--- src/rtl/multibyte_add_seq.sv ---
// Byte-serial add/subtract sequencer: one byte per cycle through an external
// 8-bit full adder, LSB first, with the carry chained through carry_reg.

// One result byte: loads when its index is being processed, holds otherwise.
module mb_byte_reg (
  input  logic       clk,
  input  logic       rst,
  input  logic       we,
  input  logic [7:0] d,
  output logic [7:0] q
);
  always_ff @(posedge clk) begin
    if (rst)     q <= '0;
    else if (we) q <= d;
  end
endmodule

module multibyte_add_seq #(
  parameter int NBYTES = 4
) (
  input  logic                  clk,
  input  logic                  rst,
  input  logic                  start,
  input  logic                  sub,
  input  logic [8*NBYTES-1:0]   op_a,
  input  logic [8*NBYTES-1:0]   op_b,
  output logic                  busy,
  output logic                  done,
  output logic [8*NBYTES-1:0]   result,
  output logic                  carry_out,
  output logic [7:0]            add_a,
  output logic [7:0]            add_b,
  output logic                  add_cin,
  input  logic [7:0]            add_s,
  input  logic                  add_cout
);
  localparam int IW = $clog2(NBYTES);
  localparam logic [IW-1:0] LAST = IW'(NBYTES - 1);

  typedef enum logic [1:0] {IDLE, RUN, DONE} state_t;

  typedef struct packed {
    logic [NBYTES-1:0][7:0] a;
    logic [NBYTES-1:0][7:0] b;
  } opnd_t;

  state_t  state, state_nx;
  opnd_t   opnd;
  logic    carry_reg;
  logic [IW-1:0] idx;
  logic    last;
  logic [NBYTES-1:0][7:0] res_q;

  assign last = (idx == LAST);

  always_ff @(posedge clk) begin
    if (rst) state <= IDLE;
    else     state <= state_nx;
  end

  always_comb begin
    state_nx = state;
    add_a    = '0;
    add_b    = '0;
    add_cin  = 1'b0;
    case (state)
      IDLE: if (start) state_nx = RUN;
      RUN: begin
        add_a   = opnd.a[idx];
        add_b   = opnd.b[idx];
        add_cin = carry_reg;
        if (last) state_nx = DONE;
      end
      DONE:    state_nx = IDLE;
      default: state_nx = IDLE;
    endcase
  end

  // Subtraction is A + ~B + 1: invert B at capture and seed the carry with sub.
  always_ff @(posedge clk) begin
    if (rst) begin
      opnd      <= '0;
      carry_reg <= 1'b0;
      idx       <= '0;
      carry_out <= 1'b0;
    end else begin
      case (state)
        IDLE: if (start) begin
          opnd.a    <= op_a;
          opnd.b    <= sub ? ~op_b : op_b;
          carry_reg <= sub;
          idx       <= '0;
        end
        RUN: begin
          carry_reg <= add_cout;
          if (last) carry_out <= add_cout;
          else      idx       <= idx + 1'b1;
        end
        default: ;
      endcase
    end
  end

  for (genvar i = 0; i < NBYTES; i++) begin : g_byte
    mb_byte_reg u_byte (
      .clk (clk),
      .rst (rst),
      .we  ((state == RUN) && (idx == IW'(i))),
      .d   (add_s),
      .q   (res_q[i])
    );
  end

  assign result = res_q;
  assign busy   = (state != IDLE);
  assign done   = (state == DONE);
endmodule

--- config.mk ---
export PLATFORM = sky130hd
export DESIGN_NAME = multibyte_add_seq
export DESIGN_NICKNAME = d
export VERILOG_FILES = /design/src/rtl/multibyte_add_seq.sv
export SDC_FILE = /design/constraint.sdc
export NUM_CORES = 1
export LEC_CHECK = 0
export BUFFER_PORTS_ARGS = -buffer_cell sky130_fd_sc_hd__buf_2
export CAP_MARGIN = 15
export CORE_MARGIN = 1
export CORE_UTILIZATION = 35
export CTS_CLUSTER_DIAMETER = 50
export DETAILED_ROUTE_END_ITERATION = 7
export HOLD_SLACK_MARGIN = 0.15
export PLACE_DENSITY = 0.63
export SYNTH_ARGS = -nofsm -noshare
export SYNTH_HDL_FRONTEND = slang
export SYNTH_SLANG_ARGS = --single-unit
--- constraint.sdc ---
create_clock -name clk -period 2.4 [get_ports clk]
set_input_delay 0.6 -clock clk [delete_from_list [all_inputs] [get_ports clk]]
set_output_delay 0.6 -clock clk [all_outputs]
set_load 0.01 [all_outputs]
## Yosys cells after proc, flatten, opt, wreduce, memory -nomap -nowiden

Cells that the tools add are included.

- Add/sub/neg operators: 1
- Order comparisons: 1
- Equal/unequal tests: 8
- Muxes and demuxes: 16
- Bitwise logic cells: 1
- Reductions and logical operators: 13

Operators by type and width:

| cell | number |
|---|---|
| binary-select mux 8 bit (select 2 bit) | 2 |
| 2-to-1 mux 32 bit | 1 |
| 2-to-1 mux 8 bit | 4 |
| NOT 32 bit | 1 |
| 2-to-1 mux 2 bit | 4 |
| case mux 2 bit (2 select lines) | 2 |
| AND reduction 2 bit | 4 |
| equality test 2 bit (second input constant) | 3 |
| inequality test 2 bit (second input constant) | 3 |
| equality test 2 x 1 -> 1 bit (second input constant) | 2 |
| logical AND 1 bit | 4 |
| zero test 2 bit | 2 |
| nonzero test 2 bit | 2 |
| less-than comparator 2 x 3 -> 1 bit (second input constant) | 1 |
| AND reduction 3 bit | 1 |
| adder 2 x 1 -> 2 bit (second input constant) | 1 |
| 2-to-1 mux 1 bit | 2 |
| case mux 1 bit (2 select lines) | 1 |

- Register bits after elaboration: 102
- Bits of input ports: 77
- Output and inout bits: 52
- Logic and storage cells: 56

## Depth between registers and ports, before layout

Gate-level depths: netlist of run 1.

- Depth after elaboration: 3
- Mapped depth: 8
- Gate-level depth less buffers: 5

## By module

From an unflattened synthesis of run 1, not the netlist that was laid out.

- Cell total of the unflattened synthesis: 465
- Area, all modules: 4,448.0 µm²

Modules (own cells, without submodules):

| module | times used | cells each | area an instance (µm²) |
|---|---|---|---|
| multibyte_add_seq | 1 | 361 | 3,306.9 |
| mb_byte_reg | 4 | 26 | 285.3 |

## Worst setup path before layout of run 1

No wires, ideal clock.

- Path type: register to output
- Start: register idx[0]
- End: output add_a[4]
- Arrival time: 1.328 ns
- Data required time: 1.800 ns
- Path slack: 0.472 ns
- Stages on the path, launching flop included: 5
- Buffers on the path: 2
- Cell sequence: dfxtp_1 -> buf_4 -> buf_6 -> mux4_2 -> nor2b_1

- Word-level cells in the longest chain between the ends: 3

RTL lines:

| element | line | source |
|---|---|---|
| start: declaration | 50 | `logic [IW-1:0] idx;` |
| start signal: assignment | 97 | `else idx <= idx + 1'b1;` |
| binary-select mux 8 bit (select 2 bit) | 69 | `add_a = opnd.a[idx];` |
| 2-to-1 mux 8 bit (not written as such) | 69 |  |
| 2-to-1 mux 8 bit | 66 | `case (state)` |
| end: declaration | 31 | `output logic [7:0] add_a,` |

No other way between the ends. The select of a mux whose other input is x is not followed.

## Final worst setup path of run 1

- Start: register idx[1]
- End: output add_b[0]

- Word-level cells in the longest chain between the ends: 3

RTL lines:

| element | line | source |
|---|---|---|
| binary-select mux 8 bit (select 2 bit) | 70 | `add_b = opnd.b[idx];` |
| 2-to-1 mux 8 bit (not written as such) | 70 |  |
| 2-to-1 mux 8 bit | 66 |  |
| end: declaration | 32 | `output logic [7:0] add_b,` |

No other way between the ends. The select of a mux whose other input is x is not followed.

==> metrics.md, run 1 <==
| Metric | Value |
|---|---|
| Post-route DRC | `0` |
| CTS Buf Count | `9` |
| Iteration-0 DRC Markers | `175` |
| Compound-gate portion of the synthesized area | `0.0989` |
| CP bufs+invs | `2` |
| Drt pass-1 iters | `4` |
| Transition time of the tightest slew-check pin | `0.702 ns` |
| Routability cong. | `0.758` |
| Mean post-synth cell area | `9.61 um2` |
| DR vias | `about 3.5k` |
| Site Rows | `40` |
| Min setup slack post-route | `0.0970 ns` |
| Setup violators final | `0` |
| Fin nets | `649` |
| Flop2flop setup slack | `about 0.61 ns` |
| Die Y | `114 um` |
| Fin area | `5440 um2` |
| Ys flop type | `dfxtp_1` |
| Vias per inst | `4.72` |
| Die Wd | `~110 um` |
| FMAX | `between 400 and 500 MHz` |
| Port Buffers | `128` |
| Final hold viol count | `0` |
| Worst clock skew | `approximately 0.013 ns` |
| Hold Slack | `0.456 ns` |
| Register area share after synthesis | `0.461` |
| CTS root buf | `clkbuf_16` |
| Pleak | `2.47 nW` |
| XOR/XNOR Fraction of Synth Area | `0.0633` |
| Gr ovfl total | `0` |
| GRT Overall Usage | `0.157` |
| Mux cell area share after synthesis | `0.156` |
| Cell accounting for the most synthesized area | `dfxtp_1` |
| Post-Synth Simple-Gate Area | `0.157` |
| Crit path DAT | `roughly 1.7 ns` |
| Largest family of logic cells by synthesized area | `simple AND/OR/NAND/NOR gates` |
| FF+latch count, synth | `102` |
| Vias in the first global route | `3270` |
| Largest Register | `opnd` |
| Post-Synthesis Cells | `between 400 and 500` |
| Setup tns final | `0 ns` |
| RSZ-0062 raised after global routing | `false` |
| Crit Path Class | `reg2out` |
| Async set-reset flop share out of synthesis | `0` |
| R2R Path End | `g_byte[0].u_byte.q[0]` |
| Max Cap Violations | `0` |
| Max reg flops | `64` |
| RR Startpoint | `idx[0]` |
| Netlist Area Pre-Place | `4430 um2` |
| Maximum vdd drop | `0.000305 V` |
| Worst Hold Path Cells | `2` |
| Total core area | `12200 um2` |
| WP data required | `1.80 ns` |
| Syn Nets | `542` |
| Dpl cell area | `5150 um2` |
| Worst Setup End Kind | `output pin` |
| H-tree levels | `3` |
| Dpl cells | `~730` |
| Antenna viol nets, final | `0` |
| Yosys top cell area share | `0.461` |
| Post-Synth Adder-Cell Area | `0.0113` |
| Fillers | `1228` |
| Slowest library cell on the worst path | `mux4_2` |
| Die Footprint | `13100 um2` |
| Ys Warns | `0` |
| # IOs | `129` |
| Worst path cell trace | `buf_6 > mux4_2 > nor2b_1 > buf_2` |
| Final Cycle Share | `0.960` |
| First-pass GRT wire length | `16200 um` |
| Largest stage delay on the critical path | `0.50 ns` |
| Power Total | `3.76 mW` |
| Clock slew at reported path FFs | `0.07 ns` |
| Antenna violations before repair | `1` |
| Pwr dens | `690 nW/um2` |
| Clock buffer depth | `2` |
| TritonCTS clock tree | `done` |
| Hold path startpoint | `opnd[40]` |
| Final slew viol count | `0` |
| Outcome | `finished clean` |
| Startpoint types | `flop` |
| Top cells by area, synth | `dfxtp_1 (46%), mux4_2 (8.1%), mux2i_1 (7.5%)` |
| Clk_lat worst skew | `0.33 ns` |
| Setup slack at placement | `0.392 ns` |
| Final non-filler cell total | `between 700 and 800` |
| Layout cells sized above 1 | `0.297` |
| Largest net degree at the start of global routing | `97` |
| Register-to-Register Path Depth | `6` |
| Routed length per instance | `13.6 um` |
| Largest registers | `opnd: 64 flops, g_byte.u_byte.q: 32 flops` |
| Hpwl dp | `7020 um` |
| Minimum clock period | `2.30 ns` |
| Hold Path End | `opnd[40]` |
| ANT cells | `0` |
| Layout Utilization | `0.447` |
| P&R area growth vs syn | `22.9%` |
| Starting Density | `0.364` |
| Hold Path Class | `reg2reg` |
| Routed WL | `between 10000 and 15000 um` |
| Delay-heaviest family, CP | `multiplexers` |
| Slew HR | `0.530` |
| Clock Sinks | `102` |
| Max Fanout on Critical Path | `13` |
| Netlist cell types | `25` |
| Post-synth EDFFs | `0` |
[how the worst max path moves through the flow]
stage	startpoint	to	slack (ns)	depth (start not counted)
floorplan	idx[0]	add_a[4]	0.47	4
global placement	idx[1]	add_b[0]	0.43	4
detailed placement	idx[1]	add_b[0]	0.39	4
CTS	idx[1]	add_b[0]	0.02	4
global route	idx[1]	add_b[0]	0.01	4
finish	idx[1]	add_b[0]	0.1	4
[kinds of logic after synthesis]
logic type                 after synthesis
AOI/OAI and AO/OA                       69
xor gates and xnor gates                32
adders and majority gates                4
buffers and inverters                   44
DFF                                    102
muxes                                   49
and+or+nand+nor                        161
[cell usage in the layout (no fill, tap or decap), types with 2 or more instances in the layout]
cell type / n
a211oi_1: 32
a21oi_1: 33
buf_12: 2
buf_2: 127
buf_4: 7
clkbuf_16: 9
dfxtp_1: 102
ha_1: 4
inv_1: 3
inv_6: 2
mux2i_1: 33
mux4_2: 16
nand2_1: 65
nand2b_1: 2
nand3b_1: 4
nor2_1: 68
nor2b_1: 17
or3b_1: 2
xnor2_1: 32
[cell type report]
type	instances	area, um2	area share
clock inverters	5	42.5	0.00782
well taps	168	210	0.0386
repair buffers	137	739	0.136
clock buffers	10	239	0.0439
multi-input cells	315	2160	0.396
inverters	3	11.3	0.00207
flip-flops and latches	102	2040	0.375
[metal layers]
layer  vias to the layer above  share of wire  track usage
met5                         -         0.0012            0
met4                         2         0.0075       0.0468
met3                         8          0.069       0.0418
met2                       100           0.43        0.243
met1                      1615           0.49        0.215
li1                       1765              -            -
[cell usage after synthesis, types with 2 or more instances]
cell type	count
dfxtp_1	102
nor2_1	68
nand2_1	65
a21oi_1	33
mux2i_1	33
a211oi_1	32
xnor2_1	32
buf_2	22
nor2b_1	17
mux4_2	16
clkbuf_1	12
buf_4	4
ha_1	4
nand3b_1	4
buf_6	3
inv_1	3
nand2b_1	2
or3b_1	2
[where the power goes]
group	internal (mW)	total [mW]	switching [mW]
clock network	0.742	1.39	0.644
logic	0.252	0.525	0.273
registers	1.79	1.85	0.0535
total	2.79	3.76	0.970
[worst reg2reg max path: stages, from the launching register on]
cell      delay [ns]
dfxtp_1         0.33
buf_4           0.21
inv_1           0.11
ha_1            0.22
nand3b_1        0.45
mux2i_1         0.28
nor2_1          0.06
[what timing repair did]
action,4_1_cts,5_1_grt
gates resized for setup,0,1
hold buffers,0,0
endpoints found under the setup margin,0,7
setup buffers,0,0
Power figures use the tool's default switching activity.
==> run 2, diff against run 1 <==
==> constraint.sdc (replaced) <==
create_clock -name clk -period 2.6 [get_ports clk]
set_input_delay 0.65 -clock clk [delete_from_list [all_inputs] [get_ports clk]]
set_output_delay 0.65 -clock clk [all_outputs]
set_load 0.01 [all_outputs]
==> run 2 against run 1 <==
  * Non-clock buffer count unchanged
  * Via count increased by 0.40%
  * Setup slack improved by 0.049 ns
  * Critical path type unchanged
  * Largest cell class unchanged
==> metrics.md, run 2 (synthesized netlist as in run 1, its figures left out) <==
| Metric | Value |
|---|---|
| Setup slack at placement | `0.474 ns (+0.0820 ns)` |
| Most frequent cells in the layout | `buf_2 (127), dfxtp_1 (102), nor2_1 (68)` |
| P&R area growth vs syn | `22.6%` |
| Outcome | `finished clean` |
| Worst clock skew | `0.0122 ns (-0.000507 ns)` |
| Setup tns final | `0 ns (unchanged)` |
| Max Cap Violations | `0 (unchanged)` |
| Clock slew at reported path FFs | `0.08 ns (about the same)` |
| FMAX | `407 MHz` |
| Largest net degree at the start of global routing | `97 (unchanged)` |
| CTS Hold Bufs | `0 (unchanged)` |
| Hold Slack | `0.455 ns (-0.00142 ns)` |
| First-pass GRT wire length | `16600 um (+2.0%)` |
| Total core area | `12200 um2 (unchanged)` |
| Worst Setup End Kind | `output pin` |
| Largest Register | `opnd` |
| Hpwl dp | `7200 um (+2.6%)` |
| CTS root buf | `clkbuf_16` |
| Fin nets | `649 (unchanged)` |
| Min setup slack post-route | `0.146 ns (+0.0486 ns)` |
| Largest registers | `opnd: 64 flops, g_byte.u_byte.q: 32 flops` |
| Final Cycle Share | `0.944` |
| Die Wd | `114 um (unchanged)` |
| Startpoint types | `flop` |
| Worst path cell trace | `buf_4 > mux4_2 > nor2b_1 > buf_2` |
| Setup violators final | `0 (unchanged)` |
| Iteration-0 DRC Markers | `176 (+0.57%)` |
| Dpl cell area | `5140 um2 (-0.24%)` |
| Pleak | `2.46 nW (-0.53%)` |
| Pwr dens | `637 nW/um2 (-7.8%)` |
| Starting Density | `0.364 (unchanged)` |
| Final slew viol count | `0 (unchanged)` |
| Transition time of the tightest slew-check pin | `0.819 ns (+0.116 ns)` |
| Minimum clock period | `about 2.5 ns` |
| Gr ovfl total | `0 (unchanged)` |
| Port Buffers | `128 (unchanged)` |
| Post-route DRC | `0 (unchanged)` |
| Max reg flops | `64 (unchanged)` |
| DR vias | `3504 (+0.40%)` |
| Vias in the first global route | `3472 (+6.2%)` |
| Max Fanout on Critical Path | `20 (+7)` |
| RSZ-0062 raised after global routing | `false` |
| Routed length per instance | `13.8 um (+1.1%)` |
| Clk_lat worst skew | `0.35 ns (+0.02 ns)` |
| Final hold viol count | `0 (unchanged)` |
| Number of gates resized after cts | `0 (unchanged)` |
| Layout cells sized above 1 | `0.300 (+0.00297)` |
| Crit Path Class | `reg2out` |
| Routability cong. | `0.752 (-0.82%)` |
| Clock buffer depth | `2 (unchanged)` |
| Slowest library cell on the worst path | `mux4_2` |
| Largest stage delay on the critical path | `0.55 ns (+0.05 ns)` |
| Maximum vdd drop | `0.000302 V (-0.99%)` |
| Crit path DAT | `1.80 ns (+0.10 ns)` |
| Routed WL | `10200 um (+1.2%)` |
| # IOs | `129 (unchanged)` |
| Antenna violations before repair | `0 (-1)` |
| CTS Buf Count | `9 (unchanged)` |
| Site Rows | `40 (unchanged)` |
| ANT cells | `0 (unchanged)` |
| Number of setup buffers added after CTS | `0 (unchanged)` |
| Die Footprint | `13100 um2 (unchanged)` |
| Delay-heaviest family, CP | `multiplexers` |
| TritonCTS clock tree | `done` |
| WP data required | `1.95 ns (+0.15 ns)` |
| Vias per inst | `4.73 (+0.27%)` |
| Die Y | `114 um (unchanged)` |
| Hold Path Class | `reg2reg` |
| Clock Sinks | `102 (unchanged)` |
| Antenna viol nets, final | `0 (unchanged)` |
| Slew HR | `0.454 (-0.0761)` |
| Most common cell after layout, fill and taps aside | `buf_2` |
| GRT Overall Usage | `0.162 (+0.00481)` |
| Drt pass-1 iters | `4 (unchanged)` |
| CP bufs+invs | `2 (unchanged)` |
| Fin area | `5430 um2 (-0.23%)` |
| H-tree levels | `3 (unchanged)` |
[run 2: routing by layer]
| layer | share of wire | vias to the layer above | global-route usage |
|---|---|---|---|
| li1 | - | 1770 | - |
| met1 | 0.47 | 1610 | 0.207 |
| met2 | 0.45 | 115 | 0.265 |
| met3 | 0.069 | 9 | 0.0476 |
| met4 | 0.011 | 0 | 0.0494 |
| met5 | 0 | - | 0 |
[run 2: worst reg2reg max path: stages (launching register included)]
cell and delay [ns]:
dfxtp_1 0.31, buf_4 0.31, ha_1 0.23, nand3b_1 0.50, mux2i_1 0.36, nor2_1 0.06
[run 2: final cells by class]
cell class | instances | area, um2
sequential | 102 | 2040
multi-input combinational | 315 | 2160
clock buffer | 9 | 225
timing repair buffer | 137 | 723
fill | 1243 | 6730
tap | 168 | 210
inverter | 3 | 11.3
clock inverter | 7 | 57.6
[run 2: final timing paths]
| path | start | to | slack (ns) | cells after the start |
|---|---|---|---|---|
| hold reg to reg | opnd[55] | opnd[55] | 0.45 | 2 |
| setup / recovery | idx[0] | add_a[1] | 0.15 | 4 |
| hold / removal | opnd[55] | opnd[55] | 0.45 | 2 |
| setup reg to reg | idx[0] | g_byte[3].u_byte.q[0] | 0.69 | 5 |
[run 2: per-stage QoR]
stage          power, mW   util  std cells
3_5_place_dp        2.23  0.423        725
6_report            3.46  0.446        741
5_1_grt             3.63  0.446        741
4_1_cts             3.52  0.446        741
3_3_place_gp        2.21  0.423        725
2_1_floorplan       2.07      -        461
[run 2: power by group]
group / switching, mW / total [mW] / internal, mW / leakage [nW]
clock network: 0.611 / 1.27 / 0.661 / 0.134
logic: 0.251 / 0.481 / 0.230 / 1.49
registers: 0.0488 / 1.70 / 1.66 / 0.836
total: 0.910 / 3.46 / 2.55 / 2.46
==> run 3, diff against run 2 <==
--- a/config.mk
+++ b/config.mk
@@ -9,10 +9,12 @@
 export CAP_MARGIN = 15
 export CORE_MARGIN = 1
 export CORE_UTILIZATION = 35
+export CTS_BUF_LIST = sky130_fd_sc_hd__clkbuf_16
 export CTS_CLUSTER_DIAMETER = 50
 export DETAILED_ROUTE_END_ITERATION = 7
 export HOLD_SLACK_MARGIN = 0.15
 export PLACE_DENSITY = 0.63
 export SYNTH_ARGS = -nofsm -noshare
 export SYNTH_HDL_FRONTEND = slang
+export SYNTH_HIERARCHICAL = 1
 export SYNTH_SLANG_ARGS = --single-unit
==> run 3 against run 2 <==
  * Maximum frequency up 0.70%
  * Register-to-register slack better by 0.07 ns
  * Final cell count up 0.54%
  * First-iteration DRC count up 20%
  * Die area up 0.44%
  * Core utilization up 0.67 points
  * Synthesized cell count up 0.87%
  * Critical path type unchanged
  * Critical endpoint is now add_b[0]
  * Highest routed layer unchanged
==> metrics.md, run 3 <==
| Metric | Value |
|---|---|
| Outcome | `finished clean` |
| FF+latch count, synth | `102 (unchanged)` |
| Dpl cells | `730 (+0.69%)` |
| Iteration-0 DRC Markers | `212 (+20%)` |
| Met3 usage | `0.0490 (+0.00138)` |
| Final Cycle Share | `0.937 (-0.00656)` |
| Clk pwr share | `0.409 (+0.041)` |
| Minimum clock period | `2.44 ns (-0.0171 ns)` |
| Post-route DRC | `0 (unchanged)` |
| Antenna viol nets, final | `0 (unchanged)` |
| Clock slew at reported path FFs | `0.07 ns (about the same)` |
| Netlist Area Pre-Place | `4450 um2 (+0.45%)` |
| Vias in the first global route | `3347 (-3.6%)` |
| Async set-reset flop share out of synthesis | `0 (unchanged)` |
| Ys flop type | `dfxtp_1` |
| Clock buffer depth | `2 (unchanged)` |
| Routed WL | `10300 um (+0.98%)` |
| Die Wd | `115 um (+0.22%)` |
| Register area share after synthesis | `0.459 (-0.00208)` |
| Pwr dens | `668 nW/um2 (+5.0%)` |
| Syn Nets | `546 (+0.74%)` |
| ANT cells | `0 (unchanged)` |
| Starting Density | `0.364 (about the same)` |
| Slew HR | `0.638 (+0.183)` |
| Die Y | `115 um (+0.22%)` |
| Crit path DAT | `1.79 ns (about the same)` |
| RSZ-0062 raised after global routing | `false` |
| GR Util met1 | `0.205 (-0.00191)` |
| Power Total | `3.70 mW (+7.0%)` |
| Max reg flops | `64 (unchanged)` |
| Largest net degree at the start of global routing | `98 (+1.0%)` |
| Cell accounting for the most synthesized area | `dfxtp_1` |
| Top cells by area, synth | `dfxtp_1 (46%), mux4_2 (8.1%), mux2i_1 (7.2%)` |
| Hpwl dp | `7420 um (+3.1%)` |
| Pleak | `2.29 nW (-7.0%)` |
| Flop2flop setup slack | `0.76 ns (+0.07 ns)` |
| GRT Overall Usage | `0.164 (+0.00150)` |
| CTS Hold Bufs | `0 (unchanged)` |
| Total core area | `12200 um2 (+0.41%)` |
| Final slew viol count | `0 (unchanged)` |
| Fillers | `1224 (-1.5%)` |
| Net Sw Power | `873 uW (-4.1%)` |
| Most frequent cells in the layout | `buf_2 (127), dfxtp_1 (101), nor2_1 (67)` |
| Layout cells sized above 1 | `0.298 (-0.00208)` |
| Mean post-synth cell area | `9.57 um2 (-0.41%)` |
| Max Fanout on Critical Path | `15 (-25%)` |
| FMAX | `410 MHz (+0.70%)` |
| Transition time of the tightest slew-check pin | `0.544 ns (-0.275 ns)` |
| Yosys top cell area share | `0.459 (-0.00208)` |
| Layout Utilization | `0.453 (+0.00667)` |
| M2 GR Usage | `0.265 (unchanged)` |
| Routed length per instance | `13.8 um (+0.44%)` |
| Crit Path Class | `reg2out` |
| Post-synth EDFFs | `0 (unchanged)` |
| Worst clock skew | `0.00943 ns (-0.00277 ns)` |
| CTS Buf Count | `9 (unchanged)` |
| Fin nets | `654 (+0.77%)` |
| Final hold viol count | `0 (unchanged)` |
| H-tree levels | `3 (unchanged)` |
| Routability cong. | `0.826 (+9.9%)` |
| Vias per inst | `4.78 (+1.0%)` |
| Netlist cell types | `27 (+8.0%)` |
| TritonCTS clock tree | `done` |
| Clk_lat worst skew | `0.35 ns (about the same)` |
| DR vias | `3559 (+1.6%)` |
| Most common cell after layout, fill and taps aside | `buf_2` |
| Die Footprint | `13200 um2 (+0.44%)` |
| Int Pwr | `2.82 mW (+11%)` |
| Port Buffers | `128 (unchanged)` |
| Site Rows | `40 (unchanged)` |
| Setup violators final | `0 (unchanged)` |
| Sequential share of power | `0.461 (-0.032)` |
| Comb pwr share | `0.130 (-0.009)` |
| Gr ovfl total | `0 (unchanged)` |
| Count leader, synth | `dfxtp_1` |
| Post-Synthesis Cells | `465 (+0.87%)` |
| Largest registers | `opnd: 64 flops, g_byte.u_byte/q: 32 flops` |
| Top Usage Layer GRT | `met2` |
| WP data required | `1.95 ns (about the same)` |
| Number of setup buffers added after CTS | `0 (unchanged)` |
| Final non-filler cell total | `745 (+0.54%)` |
| # IOs | `129 (unchanged)` |
| P&R area growth vs syn | `24.4%` |
| Drt pass-1 iters | `4 (unchanged)` |
| Switching Share | `0.236 (-0.0272)` |
| Hold Path Class | `reg2reg` |
| Ys Warns | `6 (+6)` |
| Largest Register | `opnd` |
| CTS root buf | `clkbuf_16` |
| Maximum vdd drop | `0.000343 V (+14%)` |
| Worst Setup End Kind | `output pin` |
| Clock Sinks | `102 (unchanged)` |
| Antenna violations before repair | `0 (unchanged)` |
| Startpoint types | `flop` |
| First-pass GRT wire length | `16500 um (-0.38%)` |
| Commonest cells in the netlist | `dfxtp_1 (102), nor2_1 (67), nand2_1 (66)` |
| Setup tns final | `0 ns (unchanged)` |
| Max Cap Violations | `0 (unchanged)` |
[run 3: area by class of cell]
cell class                 instances  area [um2]  area share
tap                              168         210      0.0380
clock buffer                       9         225      0.0407
multi-input combinational        319        2170       0.392
sequential                       102        2040       0.369
timing repair buffer             137         761       0.138
inverter                           4        15.0     0.00271
clock inverter                     6         111      0.0201
[run 3: cell families after synthesis]
family,synth area share
xor+xnor,0.0630
mux,0.153
flops,0.459
simple gates,0.160
buf+inv,0.0557
fa+ha+maj,0.0113
compound gates,0.0979
[run 3: worst paths after layout]
kind / from / to / depth (start not counted)
min reg2reg: opnd[55] / opnd[55] / 2
max reg2reg: idx[1] / g_byte[3].u_byte/q[4] / 6
min: opnd[55] / opnd[55] / 2
max: idx[1] / add_b[0] / 4
[run 3: through the flow]
| step | worst slack (ns) | hold slack (ns) | area (um2) |
|---|---|---|---|
| 4_1_cts | 0.0464 | 0.456 | 5530 |
| 3_5_place_dp | 0.434 | 0.447 | 5190 |
| 6_report | 0.163 | 0.454 | 5530 |
| 5_1_grt | 0.0830 | 0.473 | 5530 |
| 2_1_floorplan | 0.622 | 0.433 | 4450 |
| 3_3_place_gp | 0.459 | 0.440 | 5190 |
[run 3: what timing repair did]
| item | 4_1_cts | 5_1_grt |
|---|---|---|
| setup endpoints to repair | 0 | 8 |
| gates resized for setup | 0 | 2 |
| endpoints found under the hold margin | 0 | 0 |
[run 3: critical path: stages, from the launching register on]
cell	delay (ns)
dfxtp_1	0.33
buf_4	0.26
mux4_2	0.54
and2_1	0.17
buf_2	0.13
[run 3: metal layers]
metal | part of all wire | vias to the layer above
met4 | 0.018 | 0
met3 | 0.060 | 14
li1 | - | 1781
met1 | 0.45 | 1654
met2 | 0.47 | 110
met5 | 0 | -
[run 3: power by group through the flow]
stage	logic, mW	clock network, mW	registers (mW)
after detailed placement	0.486	0	1.74
after global placement	0.477	0	1.74
final	0.479	1.51	1.71
after CTS	0.487	1.55	1.71
after floorplan	0.334	0	1.73
after global routing	0.537	1.61	1.72
